==> config.mk <==
export PLATFORM = sky130hd
export DESIGN_NAME = mem_responder
export DESIGN_NICKNAME = d
export VERILOG_FILES = /design/src/rtl/mem_arctec_pkg.sv /design/src/rtl/mem_req_fifo.sv /design/src/rtl/mem_responder.sv
export SDC_FILE = /design/constraint.sdc
export NUM_CORES = 1
export LEC_CHECK = 0
export CORE_MARGIN = 10
export CORE_UTILIZATION = 50
export DETAILED_ROUTE_END_ITERATION = 7
export PLACE_DENSITY_LB_ADDON = 0.2
export SETUP_SLACK_MARGIN = 0.5
export SLEW_MARGIN = 40
export SYNTH_ARGS = -nofsm -noshare
export SYNTH_HDL_FRONTEND = slang
export SYNTH_SLANG_ARGS = --single-unit
==> constraint.sdc <==
create_clock -name clk -period 4.15 [get_ports clk]
set_input_delay 0.83 -clock clk [delete_from_list [all_inputs] [get_ports clk]]
set_output_delay 0.83 -clock clk [all_outputs]
set_load 0.01 [all_outputs]
==> src/rtl/mem_arctec_pkg.sv <==
// rtl/mem_arctec_pkg.sv - shared widths, seed and FSM state type for the memory responder
package mem_arctec_pkg;

  localparam int          MEM_ADDR_W    = 11;
  localparam int          MEM_DATA_W    = 32;
  localparam logic [31:0] MEM_DATA_SEED = 32'hA5A5_0000;

  typedef enum logic [1:0] {
    IDLE = 2'd0,
    WAIT = 2'd1,
    RESP = 2'd2
  } resp_state_t;

endpackage

==> src/rtl/mem_req_fifo.sv <==
// rtl/mem_req_fifo.sv - synchronous request FIFO with combinational head read
module mem_req_fifo #(
  parameter int WIDTH = 11,
  parameter int DEPTH = 4
) (
  input  logic                   clk,
  input  logic                   rst,
  input  logic                   push,
  input  logic [WIDTH-1:0]       push_data,
  input  logic                   pop,
  output logic [WIDTH-1:0]       head,
  output logic                   full,
  output logic                   empty,
  output logic [$clog2(DEPTH):0] count
);

  localparam int PW = $clog2(DEPTH);

  logic [WIDTH-1:0] mem [DEPTH];
  logic [PW-1:0]    wr_ptr;
  logic [PW-1:0]    rd_ptr;
  logic             do_push;
  logic             do_pop;

  // A full FIFO refuses a push even when a pop frees a slot in the same cycle.
  assign full    = (count == (PW+1)'(DEPTH));
  assign empty   = (count == '0);
  assign do_push = push && !full;
  assign do_pop  = pop && !empty;
  assign head    = mem[rd_ptr];

  // storage write; entries are not reset, only the pointers and count are
  always_ff @(posedge clk) begin
    if (do_push) begin
      mem[wr_ptr] <= push_data;
    end
  end

  // pointers wrap naturally because DEPTH is a power of two
  always_ff @(posedge clk) begin
    if (rst) begin
      wr_ptr <= '0;
      rd_ptr <= '0;
      count  <= '0;
    end else begin
      if (do_push) begin
        wr_ptr <= wr_ptr + PW'(1);
      end
      if (do_pop) begin
        rd_ptr <= rd_ptr + PW'(1);
      end
      case ({do_push, do_pop})
        2'b10:   count <= count + (PW+1)'(1);
        2'b01:   count <= count - (PW+1)'(1);
        default: count <= count;
      endcase
    end
  end

endmodule

==> src/rtl/mem_responder.sv <==
// rtl/mem_responder.sv - L2 refill responder top; define MEM_RESP_STATS_EN for request/stall counters
module mem_responder #(
  parameter int                ADDR_W      = mem_arctec_pkg::MEM_ADDR_W,
  parameter int                DATA_W      = mem_arctec_pkg::MEM_DATA_W,
  parameter int                MEM_LATENCY = 10,
  parameter int                REQ_DEPTH   = 4,
  parameter logic [DATA_W-1:0] DATA_SEED   = DATA_W'(mem_arctec_pkg::MEM_DATA_SEED)
) (
  input  logic              clk,
  input  logic              rst,
  input  logic              req_valid,
  output logic              req_ready,
  input  logic [ADDR_W-1:0] req_addr,
  output logic              rsp_valid,
  input  logic              rsp_ready,
  output logic [ADDR_W-1:0] rsp_addr,
  output logic [DATA_W-1:0] rsp_data,
  output logic              busy
`ifdef MEM_RESP_STATS_EN
  ,
  output logic [31:0]       stat_req_cnt,
  output logic [31:0]       stat_stall_cnt
`endif
);

  import mem_arctec_pkg::*;

  resp_state_t                  state;
  resp_state_t                  state_next;
  logic [7:0]                   cnt;
  logic [ADDR_W-1:0]            addr_q;
  logic [DATA_W-1:0]            data_q;
  logic                         fifo_pop;
  logic                         fifo_full;
  logic                         fifo_empty;
  logic [ADDR_W-1:0]            fifo_head;
  logic [$clog2(REQ_DEPTH):0]   fifo_count;

  // req_ready depends only on the registered FIFO count
  assign req_ready = !fifo_full;

  mem_req_fifo #(
    .WIDTH (ADDR_W),
    .DEPTH (REQ_DEPTH)
  ) u_req_fifo (
    .clk       (clk),
    .rst       (rst),
    .push      (req_valid),
    .push_data (req_addr),
    .pop       (fifo_pop),
    .head      (fifo_head),
    .full      (fifo_full),
    .empty     (fifo_empty),
    .count     (fifo_count)
  );

  // state register
  always_ff @(posedge clk) begin
    if (rst) begin
      state <= IDLE;
    end else begin
      state <= state_next;
    end
  end

  // next state; pop only from IDLE so a handshake is followed by one bubble cycle
  always_comb begin
    state_next = state;
    fifo_pop   = 1'b0;
    case (state)
      IDLE: begin
        if (!fifo_empty) begin
          fifo_pop   = 1'b1;
          state_next = WAIT;
        end
      end
      WAIT: begin
        if (cnt == 8'd0) begin
          state_next = RESP;
        end
      end
      RESP: begin
        if (rsp_ready) begin
          state_next = IDLE;
        end
      end
      default: state_next = IDLE;
    endcase
  end

  // outputs decoded from registered state only
  always_comb begin
    rsp_valid = (state == RESP);
    busy      = (state != IDLE) || (fifo_count != '0);
  end

  // latency counter and response registers, loaded on pop and held through RESP
  always_ff @(posedge clk) begin
    if (rst) begin
      cnt    <= 8'd0;
      addr_q <= '0;
      data_q <= '0;
    end else if (fifo_pop) begin
      cnt    <= 8'(MEM_LATENCY - 1);
      addr_q <= fifo_head;
      data_q <= DATA_SEED ^ DATA_W'(fifo_head);
    end else if (state == WAIT && cnt != 8'd0) begin
      cnt    <= cnt - 8'd1;
    end
  end

  assign rsp_addr = addr_q;
  assign rsp_data = data_q;

`ifdef MEM_RESP_STATS_EN
  // free-running wrap-around counters of accepted requests and response stall cycles
  always_ff @(posedge clk) begin
    if (rst) begin
      stat_req_cnt   <= 32'd0;
      stat_stall_cnt <= 32'd0;
    end else begin
      if (req_valid && req_ready) begin
        stat_req_cnt <= stat_req_cnt + 32'd1;
      end
      if (rsp_valid && !rsp_ready) begin
        stat_stall_cnt <= stat_stall_cnt + 32'd1;
      end
    end
  end
`endif

endmodule

Word level (Yosys, flattened, before mapping)

Memory sizes are Yosys's and may differ from the RTL's. A register that Yosys moved wholly into a read port is not among the register bits.
Cells that the tools add are included.

Add/subtract/negate cells: 5
Equal/unequal tests: 8
Multiplexer cells: 13
Reduce and logical (&&, ||, !) cells: 16

Operators with widths:

| operator            | count |
|---|---|
| $mux 2              | 5 |
| $logic_not 8->1     | 1 |
| $mux 4              | 2 |
| $reduce_bool 8->1   | 1 |
| $sub 8x1->8 const B | 1 |
| $pmux 2 s3          | 1 |
| $pmux 3 s2          | 1 |
| $reduce_bool 2->1   | 3 |
| $add 2x1->2 const B | 2 |
| $eq 2x1->1 const B  | 2 |
| $eq 2x2->1 const B  | 2 |
| $mux 1              | 4 |
| $ne 2x2->1 const B  | 2 |
| $add 3x1->3 const B | 1 |
| $eq 3x3->1 const B  | 1 |
| $logic_and 1x1->1   | 3 |
| $logic_not 3->1     | 1 |
| $reduce_and 3->1    | 1 |
| $reduce_bool 3->1   | 1 |
| $sub 3x1->3 const B | 1 |
| $logic_not 1->1     | 2 |
| $logic_not 2->1     | 1 |
| $ne 2x1->1 const B  | 1 |
| $reduce_or 2->1     | 1 |
| $logic_or 1x1->1    | 1 |

Bits in registers: 40
Bits in writable memories: 44
Logic and storage cells: 51
Memories kept: 1

Memories:

| memory         | words | width | read ports | clocked after Yosys merged registers in | wr ports | RTL line           | RTL |
|---|---|---|---|---|---|---|---|
| u_req_fifo.mem | 4     | 11    | 1          | 1                                       | 1        | mem_req_fifo.sv:19 | `logic [WIDTH-1:0] mem [DEPTH];` |

Longest topological paths before layout

Depth after elaboration: 6
Gate-level depth with buffers: 9
Depth with buffers taken out: 7

Cells and area by module

Synthesis repeated with hierarchy kept, for this count alone.

Cells, all modules: 255
Area, all modules: 3219.3 um^2

Modules (own cells, without submodules):

| module        | times used | cells each | area an instance (um^2) | seq. area each (um^2) |
|---|---|---|---|---|
| mem_req_fifo  | 1          | 111        | 2062.0                  | 1501.4 |
| mem_responder | 1          | 144        | 1157.4                  | 440.4 |

Worst setup path before layout

No wires, ideal clock.

Kind: reg-to-reg
Start: register u_req_fifo.count[0]
End: register u_req_fifo.count[2]
Arrival time: 2226 ps
Data required time: 4029 ps
Path slack: 1803 ps
Stages on the path, launching flop included: 9
Buffers on the path: 1
Period minus slack after synthesis: 2347 ps
Cell sequence: dfxtp_1 or3_1 nand2_1 clkbuf_1 nor2_1 fa_1 and3_1 a22oi_1 mux2_2

Word-level cells in the longest chain between the ends: 6
Elaborated cells on any way between the ends: 14
Those cells by class: 2 x add/sub; 3 x eq/ne; 3 x mux; 6 x reduce/logical

Ends and longest elaborated chain:

| item                                            | RTL line            | RTL |
|---|---|---|
| start, declared                                 | mem_req_fifo.sv:14  | `output logic [$clog2(DEPTH):0] count` |
| start signal, assigned                          | mem_req_fifo.sv:53  | `2'b10: count <= count + (PW+1)'(1);` |
| start signal, assigned                          | mem_req_fifo.sv:54  | `2'b01: count <= count - (PW+1)'(1);` |
| start signal, assigned                          | mem_req_fifo.sv:55  | `default: count <= count;` |
| $logic_not 3->1                                 | mem_req_fifo.sv:27  | `assign empty = (count == '0);` |
| $mux 1                                          | mem_responder.sv:72 | `if (!fifo_empty) begin` |
| $mux 1                                          | mem_responder.sv:70 | `case (state)` |
| $logic_and 1x1->1                               | mem_req_fifo.sv:29  | `assign do_pop = pop && !empty;` |
| $eq 2x1->1 or $eq 2x2->1 (tied branches)        | mem_req_fifo.sv:52  | `case ({do_push, do_pop})` |
| $pmux 3 s2 or $reduce_bool 2->1 (tied branches) | --                  |  |

Several ways; a longest one is shown, not always the timed one.
A chain may end at the register's enable or synchronous reset.

Final worst setup path

Start: register u_req_fifo.count[0]
End: output busy

Word-level cells in the longest chain between the ends: 2

Ends and longest elaborated chain:

| item              | RTL line            | RTL |
|---|---|---|
| $reduce_bool 3->1 | mem_responder.sv:94 | `busy = (state != IDLE) \|\| (fifo_count != '0);` |
| $logic_or 1x1->1  | mem_responder.sv:94 |  |
| end, declared     | mem_responder.sv:18 | `output logic busy` |

Every way passes these cells.

==> summary.md <==
| Metric | Value |
|---|---|
| CORE AREA | 6390 um2 |
| Fraction of post-synthesis cell area in the top cell type by area | 40.1% |
| Highest clock frequency the design can meet | 361 MHz |
| Starting Density | 51.6% |
| Share of power burned in the clock network | 21.8% |
| Critical path endpoint category | primary output |
| Post-CTS Hold Buffers | 0 |
| Internal power | 1820 uW |
| Maximum number of pins on one net before global-route repair | 26 |
| Sink Count | 75 |
| I/O pin cnt | 61 |
| First-pass GRT wire length | 9630 um |
| Switching part of the total power | 33.2% |
| Most frequent cells after synthesis | 44 x edfxtp_1, 34 x nand2_1, 31 x buf_4, 31 x dfxtp_1, 18 x nor2_1 |
| Vias | 1896 |
| Die Outline Area | 10200 um2 |
| Final hold violation count | 0 |
| Launching element type of the critical path | register |
| Number of distinct library cells after synthesis | 47 |
| Leading area contributor after synthesis | edfxtp_1 |
| Part of the total power dissipated in sequential elements | 40.4% |
| Root Buffer | clkbuf_8 |
| Worst path arrival time | 1.94 ns |
| Post-synthesis area per instance | 12.6 um2 |
| Worst-case headroom to the max-slew limit | 55.2% |
| Instance count of the mapped netlist | 261 |
| Post-layout utilization of the core | 60.1% |
| Die Span Y | 101 um |
| Hold/Removal Path Class | register to register |
| H-tree depth | 3 |
| Number of rows created at floorplan | 29 |
| Sequential-to-total area share from yosys stat | 58.9% |
| Number of buffers on the longest clock path | 2 |
| 1st-iter DRT viols | 84 |
| Result of the run | finished, final reports clean |
| Worst IR Drop VDD | 416 uV |
| Transition at the pin with the smallest max-transition slack | 0.667 ns |
| Via count of the first global-routing pass | 1975 |
| Clock transition at path regs | 0.07 ns |
| Number of endpoints failing setup at the final stage | 0 |
| Synthesized flop and latch total | 75 |
| Drc violations | 0 |
| Setup repair after global routing missed its margin | no |
| Portion of the clock cycle consumed by the worst path in the final layout | 66.8% |
| Routed length per placed instance | 15.5 um |
| Fraction of registers with async set/reset | 0% |
| Final WL | 5750 um |
| Initial antenna violation count | 0 |
| PortBufs | 47 |
| Ratio of cells with drive above 1 in the final layout | 11.9% |
| Fin Setup TNS | 0 ns |
| Buffer count from post-CTS setup fixing | 0 |
| Post-synth top flop | edfxtp_1 |
| CTS tree | yes |
| Insertion delay to the later sink of the worst-skew pair | 0.34 ns |
| Cell family with most CP delay | simple AND/OR/NAND/NOR gates |
| Final critical delay including setup and external delays | 2.77 ns |
| Placed cells | 357 |
| Highest net fanout along the worst path | 6 |
| Share of total power in combinational logic | 37.8% |
| Largest cells by area after synthesis | edfxtp_1 40%, dfxtp_1 19%, mux4_2 7.5% |
| Required time of the critical path | 3.32 ns |
| DP Wirelength | 4080 um |
| Resized cells post-CTS | 0 |
| Largest stage delay on the critical path | 0.58 ns |
| NumNets Final | 313 |
| Length of routed met2 wiring | 2760 um |
| Pre-antenna DRT Iters | 4 |
| Detailed-route vias per instance | 5.10 |
| Final instance count without filler cells | 372 |
| Most frequently used cell type in the post-synthesis netlist | edfxtp_1 |
| Net Switching | 902 uW |
| Maximum capacitance violations | 0 |
| Total CTS buffers | 9 |
| Critical setup path kind | register to primary output |
| Remaining Overflow, GRT | 0 |
| Total inserted antenna cells | 0 |
| Crit path setup slack, layout | 1.38 ns |
| Post-synthesis instance area | 3300 um2 |
| Yosys synthesis warning count | 0 |
| Post-synth EDFFs | 44 |
| Die X-Extent | 101 um |
| Top Metal Used | met4 |
| CP Buf/Inv Count | 1 |
| Weighted congestion reported at the end of routability-driven placement | 0.734 |
| Hold Worst Slack | 0.476 ns |
| Met1 wire length | 2430 um |
| Pleak | 0.00137 uW |
| Relative area change from synthesis to final layout | 16.5% |
| Setup skew after layout | 0.00847 ns |
| Slowest cell on the critical path | nor3_1 |
| Placement-stage worst setup slack | 1.24 ns |
| Met3 Wirelength | 481 um |
| Ratio of total power to cell area | 708 nW/um2 |
| Antenna viol nets, final | 0 |
| Overall global routing resource usage | 11.9% |
| Cell breakdown of the critical path | nor3_1, nand2_1, clkdlybuf4s50_1 |
| Final-report max-slew violation count | 0 |
## flip-flops by register name (all words and copies together), names as in the netlist, named ones only
signal	cells
cnt	8
rsp_addr	10
rsp_data	2
state	2
u_req_fifo.count	3
u_req_fifo.mem	44
u_req_fifo.rd_ptr	2
u_req_fifo.wr_ptr	2
## tightest hold or removal path, delay by kind of cell, from the launching register on
kind / cells / cell delay, ns
flip-flops: 1 / 0.32
AND/OR/NAND/NOR: 1 / 0.06
AO/OA/AOI/OAI: 1 / 0.05
## cell type report
cell class | count | area [um2]
timing repair buffer | 48 | 478
sequential | 75 | 1940
multi-input combinational | 149 | 1080
clock inverter | 6 | 88.8
tap | 77 | 96.3
inverter | 8 | 30.0
clock buffer | 9 | 124
fill | 536 | 2550
## layer usage
layer / track usage (%) / up-vias
met5: 0 / -
met4: 4.93 / 0
met3: 4.97 / 9
met2: 19.1 / 48
met1: 13.7 / 902
li1: - / 937
## stage by stage
step | cell area [um2] | total power (uW)
after global routing | 3840 | 2900
after global placement | 3630 | 2130
after CTS | 3840 | 2750
after floorplan | 3340 | 1840
after detailed placement | 3630 | 2150
final | 3840 | 2720
## cell usage in the layout (no fill, tap or decap), drive strengths merged, types with 2 or more instances in the layout
cell type | netlist | routed
mux4 | 11 | 11
inv | 8 | 9
nor2b | 4 | 4
and2 | 2 | 2
ha | 6 | 6
nand2 | 34 | 34
clkbuf | 6 | 9
a2111oi | 2 | 2
bufinv | 0 | 2
nor3 | 2 | 2
dfxtp | 31 | 31
clkinv | 0 | 2
a31oi | 2 | 2
a21oi | 17 | 17
nor2 | 19 | 19
mux2 | 2 | 2
clkdlybuf4s50 | 0 | 47
xnor2 | 5 | 5
or3 | 3 | 3
conb | 1 | 13
a211oi | 3 | 3
o21ai | 2 | 2
and3 | 5 | 5
edfxtp | 44 | 44
## kinds of logic after synthesis
group,synth area share (%)
fa+ha+maj,2.89
xor+xnor,2.16
other cells,0.114
flops,58.9
simple gates,11.7
buf+inv,9.68
compound gates,5.96
mux,8.62
## power by group through the flow
| stage | sequential, uW | clock [uW] | combinational (uW) |
|---|---|---|---|
| final | 1100 | 593 | 1030 |
| after global routing | 1130 | 640 | 1130 |
| after CTS | 1100 | 606 | 1040 |
| after detailed placement | 1120 | 0 | 1040 |
| after global placement | 1110 | 0 | 1020 |
| after floorplan | 1080 | 0 | 757 |
## path summary, 6_finish.rpt
| path | cells after the start | start | slack (ns) | end |
|---|---|---|---|---|
| setup reg to reg | 7 | u_req_fifo.count[0]$_SDFFE_PP0P_ | 1.65 | u_req_fifo.count[2]$_SDFFE_PP0P_ |
| hold reg to reg | 2 | rsp_data[10]$_SDFFE_PP0P_ | 0.48 | rsp_data[10]$_SDFFE_PP0P_ |
| hold / removal | 2 | rsp_data[10]$_SDFFE_PP0P_ | 0.48 | rsp_data[10]$_SDFFE_PP0P_ |
| setup / recovery | 3 | u_req_fifo.count[0]$_SDFFE_PP0P_ | 1.38 | busy |
Power figures use the tool's default switching activity.
